==> src/rtl/elbeth_mem_wb_stage_pkg.sv <==
// Shared encodings for the MEM/WB stage: writeback select, load types and
// the load-wait FSM states, plus the alignment rule used by the load path.
package elbeth_defs;

    localparam int XLEN  = 32;
    localparam int CNT_W = 8;

    typedef enum logic [1:0] {
        WB_ALU  = 2'b00,
        WB_LOAD = 2'b01,
        WB_PC4  = 2'b10,
        WB_CSR  = 2'b11
    } wb_sel_e;

    typedef enum logic [2:0] {
        LT_LB  = 3'b000,
        LT_LH  = 3'b001,
        LT_LW  = 3'b010,
        LT_LBU = 3'b100,
        LT_LHU = 3'b101
    } load_type_e;

    typedef enum logic {
        ST_IDLE = 1'b0,
        ST_WAIT = 1'b1
    } mem_state_e;

    function automatic logic load_is_misaligned(input logic [2:0] load_type,
                                                input logic [1:0] offset);
        logic w_half;
        w_half = (load_type == LT_LH) || (load_type == LT_LHU);
        return (w_half && offset[0]) || ((load_type == LT_LW) && (offset != 2'b00));
    endfunction

endpackage

==> src/rtl/elbeth_load_align.sv <==
// Combinational load formatter: picks the byte/halfword/word addressed by the
// low address bits and sign- or zero-extends it to a full register.
module elbeth_load_align
    import elbeth_defs::*;
(
    input  logic [XLEN-1:0] i_rdata,
    input  logic [1:0]      i_offset,
    input  logic [2:0]      i_load_type,
    output logic [XLEN-1:0] o_data,
    output logic            o_misaligned
);

    logic signed [7:0]  w_byte;
    logic signed [15:0] w_half;

    assign w_byte       = i_rdata[{i_offset, 3'b000} +: 8];
    assign w_half       = i_rdata[{i_offset[1], 4'b0000} +: 16];
    assign o_misaligned = load_is_misaligned(i_load_type, i_offset);

    always_comb begin
        o_data = '0;
        case (i_load_type)
            LT_LB:   o_data = XLEN'(w_byte);
            LT_LH:   o_data = XLEN'(w_half);
            LT_LW:   o_data = i_rdata;
            LT_LBU:  o_data = XLEN'($unsigned(w_byte));
            LT_LHU:  o_data = XLEN'($unsigned(w_half));
            default: o_data = '0;
        endcase
    end

endmodule

==> src/rtl/elbeth_mem_wb_stage.sv <==
// MEM/WB pipeline register with load-wait handling: bubbles WB while a load
// waits on data memory, times out after WAIT_LIMIT wait cycles, flags misalignment.
module elbeth_mem_wb_stage
    import elbeth_defs::*;
#(
    parameter int WAIT_LIMIT = 255
) (
    input  logic            clk,
    input  logic            rst,
    input  logic            stall,
    input  logic            flush,
    input  logic [XLEN-1:0] mem_alu_result,
    input  logic [XLEN-1:0] mem_pc_plus4,
    input  logic [XLEN-1:0] mem_csr_data,
    input  logic [4:0]      mem_rd_addr,
    input  logic            mem_rf_we,
    input  logic [1:0]      mem_wb_sel,
    input  logic            mem_is_load,
    input  logic [2:0]      mem_load_type,
    input  logic [XLEN-1:0] dmem_rdata,
    input  logic            dmem_ready,
    output logic [XLEN-1:0] wb_alu_result,
    output logic [XLEN-1:0] wb_load_data,
    output logic [XLEN-1:0] wb_pc_plus4,
    output logic [XLEN-1:0] wb_csr_data,
    output logic [1:0]      wb_sel,
    output logic [4:0]      wb_rd_addr,
    output logic            wb_rf_we,
    output logic            mem_stall_req,
    output logic            load_misaligned,
    output logic            dmem_timeout
);

    logic [XLEN-1:0]  w_aligned;
    logic             w_align_mis;
    logic             w_misaligned;
    logic             w_load_pending;
    logic             w_take;
    logic             w_limit_hit;
    logic [CNT_W:0]   w_cnt_inc;

    mem_state_e       r_state;
    logic [CNT_W-1:0] r_cnt;
    logic             r_timeout;
    logic [XLEN-1:0]  r_alu;
    logic [XLEN-1:0]  r_load;
    logic [XLEN-1:0]  r_pc4;
    logic [XLEN-1:0]  r_csr;
    logic [1:0]       r_sel;
    logic [4:0]       r_rd;
    logic             r_we;
    logic             r_mis;

    elbeth_load_align u_align (
        .i_rdata      (dmem_rdata),
        .i_offset     (mem_alu_result[1:0]),
        .i_load_type  (mem_load_type),
        .o_data       (w_aligned),
        .o_misaligned (w_align_mis)
    );

    assign w_misaligned   = mem_is_load & w_align_mis;
    assign w_load_pending = mem_is_load & ~dmem_ready;
    assign mem_stall_req  = w_load_pending & ~r_timeout;
    assign w_cnt_inc      = {1'b0, r_cnt} + {{CNT_W{1'b0}}, 1'b1};
    assign w_limit_hit    = (w_cnt_inc == (CNT_W + 1)'(WAIT_LIMIT));

    // A load without data never reaches WB, even once the timeout has fired.
    assign w_take = ~flush & ~stall & ~w_load_pending;

    always_ff @(posedge clk) begin
        if (rst) begin
            r_state   <= ST_IDLE;
            r_cnt     <= '0;
            r_timeout <= 1'b0;
        end else if (flush) begin
            r_state <= ST_IDLE;
            r_cnt   <= '0;
        end else if (!stall) begin
            if (mem_stall_req) begin
                case (r_state)
                    ST_IDLE: begin
                        r_state <= ST_WAIT;
                        r_cnt   <= '0;
                    end
                    ST_WAIT: begin
                        if (w_limit_hit) begin
                            r_timeout <= 1'b1;
                            r_state   <= ST_IDLE;
                            r_cnt     <= '0;
                        end else begin
                            r_cnt <= w_cnt_inc[CNT_W-1:0];
                        end
                    end
                    default: begin
                        r_state <= ST_IDLE;
                        r_cnt   <= '0;
                    end
                endcase
            end else begin
                r_state <= ST_IDLE;
                r_cnt   <= '0;
            end
        end
    end

    // MEM -> WB register boundary
    always_ff @(posedge clk) begin
        if (rst) begin
            r_alu  <= '0;
            r_load <= '0;
            r_pc4  <= '0;
            r_csr  <= '0;
            r_sel  <= WB_ALU;
            r_rd   <= '0;
            r_we   <= 1'b0;
            r_mis  <= 1'b0;
        end else if (flush || !stall) begin
            r_alu  <= w_take ? mem_alu_result : '0;
            r_load <= (w_take && mem_is_load) ? w_aligned : '0;
            r_pc4  <= w_take ? mem_pc_plus4 : '0;
            r_csr  <= w_take ? mem_csr_data : '0;
            r_sel  <= w_take ? mem_wb_sel : WB_ALU;
            r_rd   <= w_take ? mem_rd_addr : '0;
            r_we   <= w_take & mem_rf_we & (mem_rd_addr != 5'd0) & ~w_misaligned;
            r_mis  <= w_take & w_misaligned;
        end else begin
            r_mis <= 1'b0;
        end
    end

    assign wb_alu_result   = r_alu;
    assign wb_load_data    = r_load;
    assign wb_pc_plus4     = r_pc4;
    assign wb_csr_data     = r_csr;
    assign wb_sel          = r_sel;
    assign wb_rd_addr      = r_rd;
    assign wb_rf_we        = r_we;
    assign load_misaligned = r_mis;
    assign dmem_timeout    = r_timeout;

endmodule

==> config.mk <==
export PLATFORM = sky130hd
export DESIGN_NAME = elbeth_mem_wb_stage
export DESIGN_NICKNAME = d
export VERILOG_FILES = /design/src/rtl/elbeth_mem_wb_stage_pkg.sv /design/src/rtl/elbeth_load_align.sv /design/src/rtl/elbeth_mem_wb_stage.sv
export SDC_FILE = /design/constraint.sdc
export NUM_CORES = 1
export LEC_CHECK = 0
export BUFFER_PORTS_ARGS = -buffer_cell sky130_fd_sc_hd__buf_4
export CORE_ASPECT_RATIO = 1.4
export CORE_MARGIN = 2
export CORE_UTILIZATION = 45
export CTS_CLUSTER_DIAMETER = 80
export DETAILED_ROUTE_END_ITERATION = 8
export PLACE_DENSITY = 0.87
export SYNTH_ARGS = -nofsm -noshare
export SYNTH_HDL_FRONTEND = slang
export SYNTH_SLANG_ARGS = --single-unit
==> constraint.sdc <==
create_clock -name clk -period 2.4 [get_ports clk]
set_clock_uncertainty 0.2 [all_clocks]
set_input_delay 0.48 -clock clk [delete_from_list [all_inputs] [get_ports clk]]
set_output_delay 0.48 -clock clk [all_outputs]
set_load 0.03 [all_outputs]
==> results of run 1 <==
-- per-layer routing --
layer	vias up	part of all wire (%)
met4	0	4.8
met3	54	9.0
met2	270	50
met5	-	0
li1	2459	-
met1	2425	36
-- path summary, 6_finish.rpt --
| path | end | slack, ps | cells after the start |
|---|---|---|---|
| hold / removal | wb_csr_data[14] | 80 | 2 |
| hold reg to reg | wb_load_data[28] | 250 | 2 |
| setup reg to reg | dmem_timeout | 220 | 6 |
| setup / recovery | mem_stall_req | 180 | 2 |
-- through the flow --
step / TNS, ps / instance area (um^2) / setup slack (ps) / util [%]
floorplan: 0 / 5320 / 59.9 / -
global placement: 0 / 7600 / 60.6 / 64.9
detailed placement: -23.4 / 7600 / -23.4 / 64.9
CTS: 0 / 8200 / 197 / 70.0
global route: 0 / 8200 / 44.5 / 70.1
finish: 0 / 8200 / 180 / 70.1
-- flip-flops by register name, summed over array words and instances, names as in the netlist, 2 cells and up --
name and count:
r_cnt 8, wb_alu_result 32, wb_csr_data 32, wb_load_data 32, wb_pc_plus4 32, wb_rd_addr 5
wb_sel 2
-- report_power, final --
part	switching [mW]	leakage [nW]	internal, mW	total [mW]
Sequential	0.0328	1.19	2.49	2.53
Combinational	0.324	2.19	0.315	0.639
Clock	1.04	0.298	1.61	2.65
-- logic make-up after synthesis --
group                      after synthesis  share of synthesized area [%]
muxes                                   10                           2.17
and+or+nand+nor                         99                           8.90
xor gates and xnor gates                 2                          0.330
buffers and inverters                   45                           3.53
adders and majority gates                2                          0.471
DFF                                    147                           55.4
AOI/OAI and AO/OA                      205                           29.2
-- timing repair --
item | CTS | global route
gates resized for setup | 0 | 1
setup endpoints to repair | 0 | 3
hold buffers | 0 | 0
-- synth_stat cells (all sizes together), types with 7 or more instances --
library cell | number | area share, %
dfxtp | 147 | 55
a22o | 104 | 17
nand2 | 45 | 3.2
o21ai | 39 | 3.7
a21oi | 29 | 2.7
nor2 | 21 | 1.5
clkbuf | 20 | 1.4
buf | 18 | 1.6
nor2b | 10 | 1.2
a2bb2oi | 7 | 1.2
inv | 7 | 0.49
mux2i | 7 | 1.3
o211ai | 7 | 0.99
-- layout make-up --
type	count	area, um^2
fillers	867	3500
clock buffers	19	453
repair buffers	294	2240
clock inverters	12	145
inverters	7	26.3
well taps	147	184
multi-input cells	318	2200
flip-flops and latches	147	2940
-- worst max-delay path, delay by kind of cell (launching register included) --
kind	cells	cell delay, ps
and+or+nand+nor	1	510
DFF	1	350
buffers and inverters	1	280
==> results_dict.tcl, run 1 <==
set metrics [dict create \
    power_density_mw_per_mm2 709 \
    dr.pass1.iters 5 \
    max_freq_mhz 451 \
    overflow 0 \
    crit_start "dmem_timeout" \
    antenna_left 0 \
    synth_edf_count 0 \
    instances_no_fill 944 \
    syn_inst 510 \
    slew_viol_final 0 \
    yosysUniqueCellTypes 47 \
    die_area_mm2 0.0127 \
    r2r-start "r_cnt[0]" \
    die_y_um 133 \
    syn_area_mm2 0.00532 \
    cts_buffers 17 \
    endpoint_kind "output port" \
    ys_ff_latch 147 \
    clkTransAtPathRegs_ps 60 \
    post_cts_buffers 0 \
    clock-sinks 147 \
    ios 284 \
    total_power_mw 5.81 \
    ys_async_sr_fraction_pct 0 \
    drt_wl_total_mm 17.2 \
    use_met2_pct 44.4 \
    crit_type "reg2out" \
    layout_commonest_cell "buf_4" \
    syn_area_per_cell_um2 10.4 \
    diodes 0 \
    track_usage_pct 26.2 \
    nets 932 \
    whs_ps 84.6 \
    cp-start-kind "flip-flop" \
    yosys_warnings 0 \
    clock-root-buffer "clkbuf_16" \
    routedWlPerCell_um 18.2 \
    crit_arrival_ps 1540 \
    gp_congestion 0.917 \
    yosysSeqAreaShare_pct 55.4 \
    cts_tree "yes" \
    drtIter0Drc 204 \
    port_buffers 283 \
    cpPeakStageDelay_ps 510 \
    vias 5208 \
    die_w_um 95.9 \
    drc 0 \
    place_hpwl_mm 12.6 \
    h-tree-depth 4 \
    grt_pass1_wl_mm 25.7 \
    mostFrequentLayoutCells "buf_4 (291), dfxtp_1 (147), a22o_1 (104), nand2_1 (45), a21oi_1 (29)" \
    p_leak_nw 3.68 \
    status "finished, final reports clean" \
    grt_max_degree 88 \
    hold_start "mem_csr_data[14]" \
    synth.net_count 657 \
    max_slew.worst_pin.slew_ps 875 \
    gr-usage-met1_pct 27.5 \
    cp_max_fo 4 \
    period_minus_slack_ps 2220 \
    grt_pass1_vias 5175 \
    grt_antenna_before_repair 0 \
    grt_most_used_layer "met2" \
    worstPathRequired_ps 1720 \
    hold_path.class "in2reg" \
    relSlewSlack_pct 41.7 \
    drive_above_1_share_pct 42.2 \
    rsz0062_at_grt "no" \
    fin_crit_sh_pct 92.5 \
    clock_latency_ps 410 \
    cp_cell_sequence "nor3b_1 -> buf_4" \
    maxCapViolCount 0 \
    ir_drop_mv 0.475 \
    start_util_pct 45.4 \
    cts_buffer_depth 2 \
    core_mm2 0.0117 \
    critPathSlowestCell "nor3b_1" \
    routed_via_density 5.52 \
    dp.cells 913 \
    area_growth_pct 54.3 \
    rows 47 \
    hold_viol 0 \
    globalRouteMet3Util_pct 8.66 \
    synth_ff_type "dfxtp_1" \
    finalSetupViolCount 0 \
]
Note: power is estimated with default switching activity, not from simulation.
==> inputs of run 2 (changes only) <==
clock period = 2.1 ns   (was 2.4 ns; I/O delays follow)
==> run 2 against run 1 <==
  * Sequential share of layout area decreased by 0.55 points
  * Core utilization grew 1.2 points
  * Highest routed layer unchanged
  * Routed wire length rose by 4.6%
  * Die area did not move
  * Critical path type unchanged
  * Count of clock-buffer cells in the layout is the same
  * Global-route usage up 0.99 points
  * Non-clock buffer count grew 14
  * Via count rose by 2.9%
  * Design area grew 1.7%
==> results_dict.tcl, run 2 (synthesis results as in run 1) <==
set metrics [dict create \
    drtIter0Drc 301 \
    crit_type "reg2out" \
    cp-start-kind "flip-flop" \
    dr.pass1.iters 5 \
    ir_drop_mv 0.657 \
    rows 47 \
    max_slew.worst_pin.slew_ps 870 \
    area_growth_pct 56.9 \
    dp.cells 927 \
    cp_cell_sequence "nor3b_2 -> buf_4" \
    cts_buffers 17 \
    finalSetupViolCount 0 \
    cts_tree "yes" \
    layout_commonest_cell "buf_4" \
    die_w_um 95.9 \
    grt_pass1_vias 5308 \
    rr_endpoint "r_state" \
    start_util_pct 45.4 \
    grt_pass1_wl_mm 26.8 \
    vias 5360 \
    fin_crit_sh_pct 93.7 \
    critPathSlowestCell "nor3b_2" \
    mostFrequentLayoutCells "buf_4 (306), dfxtp_1 (146), a22o_1 (104), nand2_1 (45), a21oi_1 (29)" \
    overflow 0 \
    routed_via_density 5.59 \
    gp_congestion 0.922 \
    h-tree-depth 4 \
    diodes 0 \
    cp_max_fo 4 \
    rr_worst_depth 5 \
    cpPeakStageDelay_ps 360 \
    die_area_mm2 0.0127 \
    grt_antenna_before_repair 0 \
    drive_above_1_share_pct 44.0 \
    placed_cell_area_mm2 0.00769 \
    hold_path.class "in2reg" \
    status "finished, final reports clean" \
    period_minus_slack_ps 1970 \
    endpoint_kind "output port" \
    clkTransAtPathRegs_ps 60 \
    worstSetupEndpoint "mem_stall_req" \
    r2r_slack_ps 140 \
    maxCapViolCount 0 \
    final.setup.tns_ps 0 \
    clock-root-buffer "clkbuf_16" \
    max_freq_mhz 508 \
    total_power_mw 6.78 \
    post-route-util_pct 71.2 \
    ios 284 \
    crit_arrival_ps 1350 \
    grt_max_degree 95 \
    p_leak_nw 3.76 \
    hold_buffers 0 \
    relSlewSlack_pct 42.0 \
    die_y_um 133 \
    fin_area_mm2 0.00834 \
    antenna_left 0 \
    drc 0 \
    nets 946 \
    instances_no_fill 959 \
    hold_viol 0 \
    core_mm2 0.0117 \
    clock_latency_ps 400 \
    clock-sinks 147 \
    slew_viol_final 0 \
    drt_wl_total_mm 18.0 \
    place_hpwl_mm 13.0 \
    worstPathRequired_ps 1480 \
    power_density_mw_per_mm2 813 \
    routedWlPerCell_um 18.8 \
    crit_start "dmem_timeout" \
    cts_buffer_depth 2 \
    track_usage_pct 27.2 \
    r2r-start "r_cnt[2]" \
    port_buffers 283 \
]
[run 2: cell types whose count changed in the layout (fill, tap and decap cells not counted), sizes merged]
cell / change
inv: +2
clkinv: -1
buf: +14
[run 2: per-layer routing]
layer	vias to the layer above	track usage, %	wire [um]	share of wire (%)
met1	2505	29.5	6500	36
met5	-	0	0	0
li1	2487	-	-	-
met2	300	45.9	8970	50
met4	0	15.9	972	5.4
met3	68	8.03	1560	8.6
[run 2: worst min-delay path by stage]
| stage | startpoint | endpoint | cells past startpoint |
|---|---|---|---|
| global route | mem_alu_result[18] | wb_alu_result[18] | 2 |
| global placement | wb_load_data[28] | wb_load_data[28] | 2 |
| CTS | mem_alu_result[18] | wb_alu_result[18] | 2 |
| detailed placement | wb_load_data[16] | wb_load_data[16] | 2 |
| floorplan | r_cnt[5] | r_cnt[5] | 2 |
| finish | mem_alu_result[3] | wb_alu_result[3] | 2 |
[run 2: area by class of cell]
cell class | instances | area (um^2)
clock buffers | 19 | 453
clock inverters | 13 | 163
fillers | 804 | 3370
inverters | 7 | 26.3
multi-input cells | 318 | 2230
flip-flops and latches | 147 | 2950
well taps | 147 | 184
repair buffers | 308 | 2340
[run 2: per-stage QoR]
stage	hold WS, ps	setup WS (ps)
6_report	27.1	132
5_1_grt	14.5	-16.3
4_1_cts	12.4	11.6
3_5_place_dp	250	-226
3_3_place_gp	243	-116
2_1_floorplan	271	171
[run 2: critical path: cells and delay by family, from the launching register on]
family,cells,cell delay [ps]
DFF,1,350
and+or+nand+nor,1,360
buffers and inverters,1,240
[run 2: timing repair]
action	in CTS	in global routing
pin swaps	0	1
gates resized for setup	2	5
setup endpoints to repair	7	5
setup buffers	0	0
[run 2: where the power goes]
group          switching (mW)  internal, mW  total (mW)
sequential             0.0364          2.85        2.88
combinational           0.378         0.370       0.748
clock                    1.28          1.86        3.15
total                    1.70          5.08        6.78
